**src/rtl/rr_arbiter4.sv**
```systemverilog
// Four-way round-robin arbiter with a bounded hold time. The winner is kept as a
// registered index plus valid flag and expanded to a one-hot grant by decoder2x4.

module decoder2x4 (
  input  logic [1:0] in,
  input  logic       en,
  output logic [3:0] dout
);

  always_comb begin
    dout = 4'b0000;
    if (en) begin
      dout = 4'b0001 << in;
    end
  end

endmodule

module rr_arbiter4 #(
  parameter int unsigned MAX_HOLD = 8,
  parameter int unsigned CNT_W    = 4
) (
  input  logic       clk,
  input  logic       nrst,
  input  logic [3:0] req,
  output logic [3:0] gnt,
  output logic [1:0] gnt_idx,
  output logic       gnt_valid,
  output logic       timeout
);

  localparam logic [CNT_W-1:0] HoldLast = CNT_W'(MAX_HOLD - 1);

  typedef enum logic {StIdle, StGrant} state_t;

  state_t           state_q;
  logic [1:0]       ptr_q;
  logic [CNT_W-1:0] hold_cnt_q;
  logic [1:0]       win_idx;
  logic [1:0]       cand;

  // Scan from the lowest priority upward so the last hit is the first in rotation.
  always_comb begin
    win_idx = ptr_q;
    cand    = ptr_q;
    for (int k = 3; k >= 0; k--) begin
      cand = ptr_q + 2'(k);
      if (req[cand]) begin
        win_idx = cand;
      end
    end
  end

  always_ff @(posedge clk or negedge nrst) begin
    if (!nrst) begin
      state_q    <= StIdle;
      ptr_q      <= 2'd0;
      hold_cnt_q <= '0;
      gnt_idx    <= 2'd0;
      gnt_valid  <= 1'b0;
      timeout    <= 1'b0;
    end else begin
      timeout <= 1'b0;
      case (state_q)
        StIdle: begin
          if (|req) begin
            gnt_idx    <= win_idx;
            gnt_valid  <= 1'b1;
            hold_cnt_q <= '0;
            state_q    <= StGrant;
          end
        end
        StGrant: begin
          if (!req[gnt_idx] || (hold_cnt_q == HoldLast)) begin
            gnt_valid  <= 1'b0;
            ptr_q      <= gnt_idx + 2'd1;
            hold_cnt_q <= '0;
            state_q    <= StIdle;
            // Release takes precedence over expiry: no pulse if the request dropped.
            timeout    <= req[gnt_idx];
          end else begin
            hold_cnt_q <= hold_cnt_q + 1'b1;
          end
        end
        default: state_q <= StIdle;
      endcase
    end
  end

  decoder2x4 u_dec (
    .in   (gnt_idx),
    .en   (gnt_valid),
    .dout (gnt)
  );

endmodule

```
**config.mk**
```make
export PLATFORM = sky130hd
export DESIGN_NAME = rr_arbiter4
export DESIGN_NICKNAME = d
export VERILOG_FILES = /design/src/rtl/rr_arbiter4.sv
export SDC_FILE = /design/constraint.sdc
export NUM_CORES = 1
export LEC_CHECK = 0
export BUFFER_PORTS_ARGS = -buffer_cell sky130_fd_sc_hd__buf_2
export CORE_AREA = 2 2 45 47
export CTS_BUF_LIST = sky130_fd_sc_hd__clkbuf_16
export CTS_CLUSTER_SIZE = 30
export DETAILED_ROUTE_END_ITERATION = 10
export DIE_AREA = 0 0 47 49
export SLEW_MARGIN = 30
export SYNTH_ARGS = -nofsm -noshare
export SYNTH_HDL_FRONTEND = slang
export SYNTH_SLANG_ARGS = --single-unit
```
**constraint.sdc**
```tcl
create_clock -name clk -period 1.35 [get_ports clk]
set_input_delay 0.27 -clock clk [delete_from_list [all_inputs] [get_ports clk]]
set_output_delay 0.27 -clock clk [all_outputs]
set_load 0.05 [all_outputs]
```
==> flow_summary.rst, run 1 <==
.. list-table::
   :header-rows: 1

   * - Metric
     - Value
   * - Ports placed on the boundary
     - 14
   * - All-Layer GR Usage
     - 16.1%
   * - Internal power consumption
     - about 1.5 mW
   * - Final global-route overflow total
     - 0
   * - Highest net fanout along the worst path
     - 7
   * - Data arrival, critical path
     - 1.22 ns
   * - Async S/R FF share, synth
     - 100%
   * - Total Nets Final
     - between 100 and 150
   * - Sequential cell fraction of total power
     - between 20% and 30%
   * - Highest attainable clock frequency
     - ~670 MHz
   * - Cell count after synthesis
     - 73
   * - Maximum cell stage delay along the critical path
     - 0.44 ns
   * - Storage cell area
     - roughly 280 µm²
   * - Die outline width
     - around 47 µm
   * - Final core occ
     - a little under three fifths
   * - ANT nets after route
     - 0
   * - Maximum vdd drop
     - 1.23 mV
   * - Overall die area
     - between 2000 and 2500 µm²
   * - Netlist cell types
     - 29
   * - Global-route wire length before repair
     - 2760 µm
   * - Average wire length per cell after detail routing
     - 12.7 µm
   * - Clock transition at the register clock pins on the worst setup and hold paths after CTS
     - 0.04 ns
   * - Part of the total power dissipated in combinational logic
     - 54.8%
   * - Initial antenna violation count
     - 0
   * - Layout fillers
     - 168
   * - Area after detailed placement
     - ~860 µm²
   * - Post-synthesis net count
     - 84
   * - LEAKAGE
     - 0.494 nW
   * - Number of diodes added for antenna fixing
     - 0
   * - Portion of the post-synthesis area used by sequential elements
     - roughly 40%
   * - Maximum number of pins on one net before global-route repair
     - 12
   * - Number of max-cap violations
     - 0
   * - Number of sinks on the clock net
     - 11
   * - Outcome
     - finished, violations left
   * - Worst path buffer plus inverter count
     - 2
   * - Total length of routed wires
     - 1640 µm
   * - Synthesis warning total
     - 0
   * - Largest buffer count on any clock path
     - 2
   * - Power per cell area
     - 2600 nW/µm²
   * - Clock insertion delay at the later pin of the skew report
     - 0.24 ns
   * - Detailed Place HPWL
     - about 1100 µm
   * - Placed cells
     - ~120
   * - Post-route setup TNS
     - -0.600 ns
   * - Global placer's final weighted congestion
     - 0.848
   * - Setup WS pre-CTS
     - -0.0680 ns
   * - Beginning of the worst register-to-register path
     - gnt_idx[1]
   * - Worst hold margin
     - 0.440 ns
   * - Fin. Hold Viols
     - 0
   * - Count of final max-slew check failures
     - 0
   * - Setup slack after layout
     - -0.139 ns
   * - Most frequently used flop master after synthesis
     - dfrtp_1
   * - Net Sw Power
     - roughly 1.2 mW
   * - Number of synthesized flops with an enable pin
     - 0
   * - Kind of critical path
     - flip-flop to primary output
   * - Worst path cell trace
     - inv_2 -> ha_1 -> and2_4 -> buf_6
   * - Violation count after the first detailed-routing iteration
     - 4
   * - Cell at the slowest stage of the critical path
     - dfrtp_2
   * - Number of storage elements in the synthesis netlist
     - 11
   * - Post-synthesis instance area
     - 691 µm²
   * - Core ar.
     - about 1800 µm²
   * - Switching Fraction
     - 42.8%
   * - Height of the chip
     - 49 µm
   * - Kind of end point of the critical path
     - primary output
   * - Worst-case clock skew
     - 0.000703 ns
   * - CTS tree
     - yes
   * - Top delay family on crit path
     - flip-flops
   * - CTS H-Tree Depth
     - 1
   * - Failing checks
     - negative setup slack
   * - Layout area overhead
     - 50.4%
   * - Cell at the root of the clock tree
     - clkbuf_16
   * - Crit path launch
     - gnt_idx[1]
   * - Initial core utilization
     - 37.5%
   * - Required @ worst endpoint
     - 1.08 ns
   * - Least-Margin Pin Slew
     - about 0.32 ns
   * - Type of the most critical hold path
     - input pin to asynchronous set/reset pin
   * - Drt via density
     - 4.86
   * - Worst slew slack as a fraction of its limit
     - 78.4%
   * - Total DRC errors in the routed layout
     - 0
   * - CTS buffer count
     - 3
   * - IO Port Bufs
     - 13
   * - Setup violations, final
     - 5
   * - Number of global-route vias before repair
     - 647
   * - Final Power
     - 2.70 mW
   * - Final instance area
     - 1040 µm²
   * - Number of standard cells in the layout, taps in and fillers out
     - approximately 130
   * - Total via count in the routed design
     - about 630
   * - Std cell rows
     - 16
   * - Min Tclk post-route
     - between 1 and 1.5 ns
   * - CP Launch Type
     - flip-flop
   * - Multi-input gate area
     - 423 µm²
   * - Detailed Routing Iterations Pass 1
     - 2
   * - Clock group share of total power
     - 20.0%
   * - Fraction of final layout cells sized beyond drive strength 1
     - between 40% and 50%
   * - Final clock period utilization by the worst path
     - 110%
   * - Avg Inst Size Synth
     - 9.46 µm²
   * - Unrepaired setup endpoints after global routing
     - yes
## logic make-up after synthesis
kind of cell | share of synthesized area (%)
compound gates | 16.5
fa+ha+maj | 9.06
buf+inv | 4.89
flops | 39.9
mux | 7.06
simple gates | 22.6
## routing by layer
metal  GRT usage [%]  wire [µm]
met1            19.6        671
met2            28.1        930
met3            3.70         36
met4            3.24          0
met5               0          0
## power groups by stage
stage          Clock (mW)  Sequential (mW)  Combinational, mW
2_1_floorplan           0            0.788              0.778
3_3_place_gp            0            0.669               1.18
3_5_place_dp            0            0.672               1.20
4_1_cts             0.554            0.666               1.39
5_1_grt             0.575            0.706               1.61
6_report            0.541            0.678               1.48
## registers in the layout (all words and copies together) (netlist names)
signal      cells
hold_cnt_q      4
gnt_valid       1
state_q         1
gnt_idx         2
timeout         1
ptr_q           2
## synthesized netlist by cell type, types with 2 or more instances
library cell	n	area share (%)
nand3_1	5	3.6
o21ai_1	3	2.2
inv_1	6	3.3
nor2b_1	2	1.8
nor2_1	3	1.6
mux2i_1	2	2.9
a21oi_1	4	2.9
dfrtp_1	11	40
ha_1	5	9.1
nor3_1	2	1.4
nand2b_1	2	1.8
a31oi_1	2	1.8
nand2_1	6	3.3
and2_1	5	4.5
## final cells by class
type                       count  share of cell area (%)
clock buffer                   3                    7.23
tap                           27                    3.25
clock inverter                 1                   0.482
inverter                       6                    2.17
multi-input combinational     55                    40.7
sequential                    11                    26.7
timing repair buffer          26                    19.4
## worst reg2reg max path, cell delays in order (launching register included)
cell,delay [ns]
dfrtp_2,0.44
mux2i_1,0.26
nand3_1,0.12
and3_4,0.22
mux2_4,0.29
## final timing paths
path                                      end  slack, ns  depth (start not counted)
worst max-delay path                   gnt[0]      -0.14                          4
worst min-delay path                  state_q       0.44                          2
worst max register to register       ptr_q[1]      -0.09                          4
worst min register to register  hold_cnt_q[1]       0.53                          1
max in group asynchronous          gnt_idx[0]       0.69                          2
min in group clk                   gnt_idx[1]       0.47                          4
## layout by cell type (no fill, tap or decap), types with 2 or more instances in the layout
master	count
ha_2	2
inv_1	4
dfrtp_2	2
o21ai_1	3
mux2i_1	2
nor3_1	2
inv_2	2
a21oi_1	2
ha_1	3
nand2_1	6
buf_8	3
nor2b_1	2
and2_4	3
buf_4	12
clkbuf_16	3
buf_2	9
nor2_1	3
dfrtp_1	9
a31oi_1	2
nand3_1	4
a21oi_2	2
## repair_timing
action                                  in CTS  in global routing
pin swaps                                    0                  3
endpoints found under the hold margin       11                  0
hold buffers                                 1                  0
resized for setup                           12                  7
endpoints found under the setup margin       9                 10
buffers inserted                             2                  1
No activity file was read; power rests on OpenSTA's default activity.
==> inputs of run 2 (changes only) <==
--- a/config.mk
+++ b/config.mk
@@ -11,6 +11,7 @@
 export CTS_CLUSTER_SIZE = 30
 export DETAILED_ROUTE_END_ITERATION = 10
 export DIE_AREA = 0 0 47 49
+export SETUP_SLACK_MARGIN = 0.05
 export SLEW_MARGIN = 30
 export SYNTH_ARGS = -nofsm -noshare
 export SYNTH_HDL_FRONTEND = slang
==> run 2 against run 1 <==
The run still ends with negative setup slack left. Clock skew grew 0.0010 ns. Sequential cell count is the same. Via count shrank 0.64%. Final area shrank 0.60%. Critical path depth grew 1. Combinational power is essentially flat. Global-route usage grew 0.17 points. Highest routed layer unchanged.
==> flow_summary.rst, run 2 (synthesis gave the netlist of run 1 again) <==
.. list-table::
   :header-rows: 1

   * - Metric
     - Value
   * - Initial antenna violation count
     - 0
   * - Std cell rows
     - 16
   * - Beginning of the worst register-to-register path
     - gnt_idx[1]
   * - Drt via density
     - 4.83
   * - Kind of end point of the critical path
     - flip-flop
   * - Overall die area
     - 2300 µm²
   * - Type of the most critical hold path
     - input pin to asynchronous set/reset pin
   * - Number of global-route vias before repair
     - around 650
   * - Worst setup slack for register-to-register paths
     - -0.14 ns
   * - IO Port Bufs
     - 13
   * - Register name with the most flops
     - hold_cnt_q
   * - Post-route setup TNS
     - -0.864 ns
   * - Final global-route overflow total
     - 0
   * - Final clock period utilization by the worst path
     - 110%
   * - All-Layer GR Usage
     - 16.3%
   * - Highest net fanout along the worst path
     - 6
   * - Worst-case clock skew
     - 0.00171 ns
   * - Maximum vdd drop
     - 1.13 mV
   * - Flip-flop count of the largest register, all copies and words added
     - 4
   * - Largest registers
     - hold_cnt_q: 4 flops, gnt_idx: 2 flops, ptr_q: 2 flops
   * - ANT nets after route
     - 0
   * - Kind of critical path
     - flip-flop to flip-flop
   * - Ports placed on the boundary
     - 14
   * - Clock insertion delay at the later pin of the skew report
     - 0.23 ns
   * - Layout area overhead
     - 49.5%
   * - Worst hold margin
     - 0.437 ns
   * - Core ar.
     - roughly 1800 µm²
   * - Maximum number of pins on one net before global-route repair
     - 12
   * - Leading cell types in the layout, fill and taps excluded
     - 11 x buf_4, 9 x buf_2, 8 x dfrtp_1
   * - Fraction of final layout cells sized beyond drive strength 1
     - 40.2%
   * - Number of diodes added for antenna fixing
     - 0
   * - Setup violations, final
     - 9
   * - CTS H-Tree Depth
     - 1
   * - Reg-to-Reg End
     - ptr_q[1]
   * - Number of max-cap violations
     - 0
   * - Most common cell after layout, fill and taps aside
     - buf_4
   * - Data arrival, critical path
     - between 1.5 and 2 ns
   * - Final Power
     - 2.70 mW
   * - Detailed Routing Iterations Pass 1
     - 4
   * - Highest attainable clock frequency
     - 672 MHz
   * - Violation count after the first detailed-routing iteration
     - 10
   * - LEAKAGE
     - 0.494 nW
   * - Total length of routed wires
     - 1550 µm
   * - Initial core utilization
     - a little under two fifths
   * - Number of sinks on the clock net
     - 11
   * - Power per cell area
     - roughly 2600 nW/µm²
   * - CTS tree
     - yes
   * - Die outline width
     - 47 µm
   * - Failing checks
     - negative setup slack
   * - Global-route wire length before repair
     - 2710 µm
   * - Unrepaired setup endpoints after global routing
     - yes
   * - Largest buffer count on any clock path
     - 2
   * - Global placer's final weighted congestion
     - 0.817
   * - Detailed Place HPWL
     - between 1000 and 1500 µm
   * - Cell at the root of the clock tree
     - clkbuf_16
   * - Required @ worst endpoint
     - 1.47 ns
   * - Height of the chip
     - 49 µm
   * - Setup slack after layout
     - -0.138 ns
   * - Average wire length per cell after detail routing
     - 12.0 µm
   * - Total DRC errors in the routed layout
     - 0
   * - Fin. Hold Viols
     - 0
   * - Depth of the worst register-to-register path
     - 5
   * - Count of final max-slew check failures
     - 0
   * - Total via count in the routed design
     - 623
   * - Clock transition at the register clock pins on the worst setup and hold paths after CTS
     - 0.04 ns
   * - CTS buffer count
     - 3
   * - Worst slew slack as a fraction of its limit
     - 78.1%
   * - Outcome
     - finished, violations left
   * - Min Tclk post-route
     - about 1.5 ns
   * - Least-Margin Pin Slew
     - 0.326 ns
   * - CP Launch Type
     - flip-flop
   * - Total Nets Final
     - approximately 110
[run 2: cell types whose count changed in the layout (fill, tap and decap cells not counted), moves of 2 or more]
| cell | before | now |
|---|---|---|
| buf_6 | 1 | 3 |
| buf_8 | 3 | 1 |
| ha_1 | 3 | 5 |
| ha_2 | 2 | 0 |
| inv_1 | 4 | 6 |
[run 2: worst max-delay path by stage]
| stage | endpoint | depth (start not counted) | start | slack, ns |
|---|---|---|---|---|
| 2_1_floorplan | ptr_q[1] | 4 | gnt_idx[1] | -0.21 |
| 3_3_place_gp | ptr_q[1] | 4 | gnt_idx[1] | -0.02 |
| 3_5_place_dp | ptr_q[1] | 4 | gnt_idx[1] | -0.05 |
| 4_1_cts | ptr_q[1] | 5 | gnt_idx[1] | -0.14 |
| 5_1_grt | ptr_q[1] | 5 | gnt_idx[1] | -0.19 |
| 6_report | ptr_q[1] | 5 | gnt_idx[1] | -0.14 |
[run 2: where the power goes]
part	internal [mW]	leakage, nW	total [mW]	switching, mW
clock network	0.388	0.0423	0.524	0.136
logic	0.716	0.319	1.51	0.794
registers	0.474	0.133	0.664	0.190
[run 2: timing repair]
item	CTS	global route
gates resized for setup	11	1
pin swaps	5	5
endpoints found under the hold margin	11	0
gates cloned	0	0
setup buffers	3	1
setup endpoints to repair	9	13
hold buffers	1	0
[run 2: routing by layer]
metal,vias to the layer above,GRT usage [%],wire [µm]
li1,324,-,-
met1,286,20.6,694
met2,13,26.0,811
met3,0,3.33,39
met4,0,6.94,0
met5,-,0,0
[run 2: cell type report]
type                    instances  area [µm²]
multi-input cells              55         412
repair buffers                 26         206
well taps                      27        33.8
fillers                       176         810
clock buffers                   3        75.1
clock inverters                 1        3.75
flip-flops and latches         11         279
inverters                       6        22.5
[run 2: through the flow]
stage                     setup slack [ns]  cells  utilization, %  cell area, µm²
final                               -0.138    129            56.0            1030
after global routing                -0.191    129            56.0            1030
after CTS                           -0.137    128            55.2            1020
after detailed placement           -0.0483    120            46.3             852
after global placement             -0.0234    120            46.3             852
after floorplan                     -0.213     73               -             704
[run 2: worst max-delay path, stage by stage, from the launching register on]
cell and delay (ns):
dfrtp_2 0.44, buf_12 0.14, mux2i_4 0.18, nand3_1 0.11
and3_4 0.20, mux2_4 0.29
==> inputs of run 3 (changes only) <==
--- a/config.mk
+++ b/config.mk
@@ -6,11 +6,11 @@
 export NUM_CORES = 1
 export LEC_CHECK = 0
 export BUFFER_PORTS_ARGS = -buffer_cell sky130_fd_sc_hd__buf_2
-export CORE_AREA = 2 2 45 47
+export CORE_AREA = 2 2 43 49
 export CTS_BUF_LIST = sky130_fd_sc_hd__clkbuf_16
 export CTS_CLUSTER_SIZE = 30
 export DETAILED_ROUTE_END_ITERATION = 10
-export DIE_AREA = 0 0 47 49
+export DIE_AREA = 0 0 45 51
 export SETUP_SLACK_MARGIN = 0.05
 export SLEW_MARGIN = 30
 export SYNTH_ARGS = -nofsm -noshare
==> run 3 against run 2 <==
The run still ends with negative setup slack left. Non-clock buffer count rose by 4. Global-route usage rose by 0.32 points. Core utilization rose by 2.8 points. Critical path depth fell by 1. Setup slack got worse by 0.0047 ns. Sequential share of layout area fell by 1.7 points. Cell count fell by 3.1%. Critical path type is now flip-flop to primary output. Largest power group unchanged. Highest routed layer is now met4.
==> flow_summary.rst, run 3 (synthesis gave the netlist of run 1 again) <==
.. list-table::
   :header-rows: 1

   * - Metric
     - Value
   * - Cell at the root of the clock tree
     - clkbuf_16
   * - Min Tclk post-route
     - roughly 1.5 ns
   * - Average wire length per cell after detail routing
     - 13.4 µm
   * - CTS tree
     - yes
   * - Detailed Place HPWL
     - 1140 µm
   * - Ports placed on the boundary
     - 14
   * - Overall die area
     - 2300 µm²
   * - Maximum number of pins on one net before global-route repair
     - 12
   * - Initial antenna violation count
     - 0
   * - Required @ worst endpoint
     - between 1 and 1.5 ns
   * - Leading cell types in the layout, fill and taps excluded
     - 12 x buf_4, 9 x buf_2, 8 x dfrtp_1
   * - Sequential cell fraction of total power
     - 23.2%
   * - Flip-flop count of the largest register, all copies and words added
     - 4
   * - Fin. Hold Viols
     - 0
   * - Cell at the slowest stage of the critical path
     - dfrtp_2
   * - Area after detailed placement
     - 857 µm²
   * - Kind of end point of the critical path
     - primary output
   * - CTS buffer count
     - 3
   * - Number of max-cap violations
     - 0
   * - Switching Fraction
     - between 40% and 50%
   * - Initial core utilization
     - a little under two fifths
   * - Power per cell area
     - roughly 2600 nW/µm²
   * - Register name with the most flops
     - hold_cnt_q
   * - Worst path buffer plus inverter count
     - 2
   * - Highest attainable clock frequency
     - 670 MHz
   * - Data arrival, critical path
     - between 1 and 1.5 ns
   * - Worst path cell trace
     - inv_1 -> ha_1 -> and2_4 -> buf_6
   * - Die outline width
     - 45 µm
   * - Drt via density
     - around 5.3
   * - Setup slack after layout
     - -0.142 ns
   * - Total Nets Final
     - between 100 and 150
   * - Most common cell after layout, fill and taps aside
     - buf_4
   * - Largest registers
     - hold_cnt_q: 4 flops, gnt_idx: 2 flops, ptr_q: 2 flops
   * - Type of the most critical hold path
     - input pin to asynchronous set/reset pin
   * - Std cell rows
     - 17
   * - Height of the chip
     - 51 µm
   * - Maximum vdd drop
     - 1.39 mV
   * - Top delay family on crit path
     - flip-flops
   * - Worst slew slack as a fraction of its limit
     - 76.0%
   * - Outcome
     - finished, violations left
   * - Kind of critical path
     - flip-flop to primary output
   * - IO Port Bufs
     - 13
   * - Part of the total power dissipated in combinational logic
     - 57.8%
   * - Least-Margin Pin Slew
     - 0.359 ns
   * - Post-route setup TNS
     - -0.843 ns
   * - Global placer's final weighted congestion
     - about 0.76
   * - Setup violations, final
     - 10
   * - Total length of routed wires
     - 1680 µm
   * - Clock transition at the register clock pins on the worst setup and hold paths after CTS
     - 0.04 ns
   * - Violation count after the first detailed-routing iteration
     - 17
   * - Failing checks
     - negative setup slack
   * - Detailed Routing Iterations Pass 1
     - 4
   * - Global-route wire length before repair
     - 2790 µm
   * - Final clock period utilization by the worst path
     - 111%
   * - Core ar.
     - 1870 µm²
   * - CP Launch Type
     - flip-flop
   * - Clock insertion delay at the later pin of the skew report
     - roughly 0.24 ns
   * - All-Layer GR Usage
     - 16.6%
   * - Layout area overhead
     - 59.4%
   * - Fraction of final layout cells sized beyond drive strength 1
     - 48.1%
   * - Final global-route overflow total
     - 0
   * - Worst-case clock skew
     - 0.000845 ns
   * - Number of global-route vias before repair
     - 640
   * - Clock group share of total power
     - about a fifth
   * - Largest buffer count on any clock path
     - 2
   * - Number of sinks on the clock net
     - 11
   * - ANT nets after route
     - 0
   * - Count of final max-slew check failures
     - 0
   * - Maximum cell stage delay along the critical path
     - 0.43 ns
   * - Highest net fanout along the worst path
     - 5
   * - Internal power consumption
     - 1.67 mW
   * - Number of diodes added for antenna fixing
     - 0
   * - Final instance area
     - 1100 µm²
   * - Unrepaired setup endpoints after global routing
     - yes
   * - Total DRC errors in the routed layout
     - 0
   * - Net Sw Power
     - 1.22 mW
   * - Layout fillers
     - around 160
   * - Total via count in the routed design
     - approximately 670
   * - LEAKAGE
     - a little over 0.5 nW
   * - CTS H-Tree Depth
     - 1
-- run 3: path summary, 6_finish.rpt --
path                            cells past startpoint     startpoint       endpoint  slack (ns)
worst min-delay path                                2           nrst        state_q        0.44
max in group asynchronous                           2           nrst     gnt_idx[0]        0.68
worst min register to register                      1  hold_cnt_q[1]  hold_cnt_q[1]        0.53
worst max register to register                      5     gnt_idx[1]       ptr_q[1]       -0.13
min in group clk                                    4         req[1]     gnt_idx[1]        0.49
worst max-delay path                                4     gnt_idx[1]         gnt[1]       -0.14
-- run 3: power by group through the flow --
stage / Combinational, mW / Clock (mW) / Sequential, mW
floorplan: 0.789 / 0 / 0.792
global placement: 1.22 / 0 / 0.669
detailed placement: 1.23 / 0 / 0.677
CTS: 1.56 / 0.548 / 0.665
global route: 1.81 / 0.574 / 0.702
finish: 1.67 / 0.547 / 0.670
-- run 3: final cells by class --
type	count	area, µm²	area share [%]
Clock buffer	3	75.1	6.82
Clock inverter	1	5.00	0.455
Inverter	6	25.0	2.27
Multi-Input combinational cell	55	450	40.9
Sequential cell	11	279	25.3
Tap cell	19	23.8	2.16
Timing Repair Buffer	30	243	22.0
-- run 3: routing by layer --
metal  GRT usage (%)  part of all wire (%)
met3            3.18                   2.9
met4            7.35                   2.0
met5               0                     0
met2            30.7                    52
met1            17.4                    43
-- run 3: stage by stage --
stage	power (mW)	std cells	setup WS, ns	hold WS (ns)	utilization (%)
3_5_place_dp	1.91	114	-0.0518	0.156	45.8
3_3_place_gp	1.88	114	-0.00922	0.151	45.8
5_1_grt	3.08	125	-0.187	0.463	58.8
6_report	2.89	125	-0.142	0.438	58.8
4_1_cts	2.78	124	-0.132	0.450	56.1
2_1_floorplan	1.58	73	-0.213	-0.0256	-
-- run 3: timing repair --
action,in CTS,in global routing
resized for setup,17,8
buffers inserted,5,1
setup endpoints to repair,10,13
pin swaps,7,1
hold buffers,1,0
hold endpoints to repair,11,0
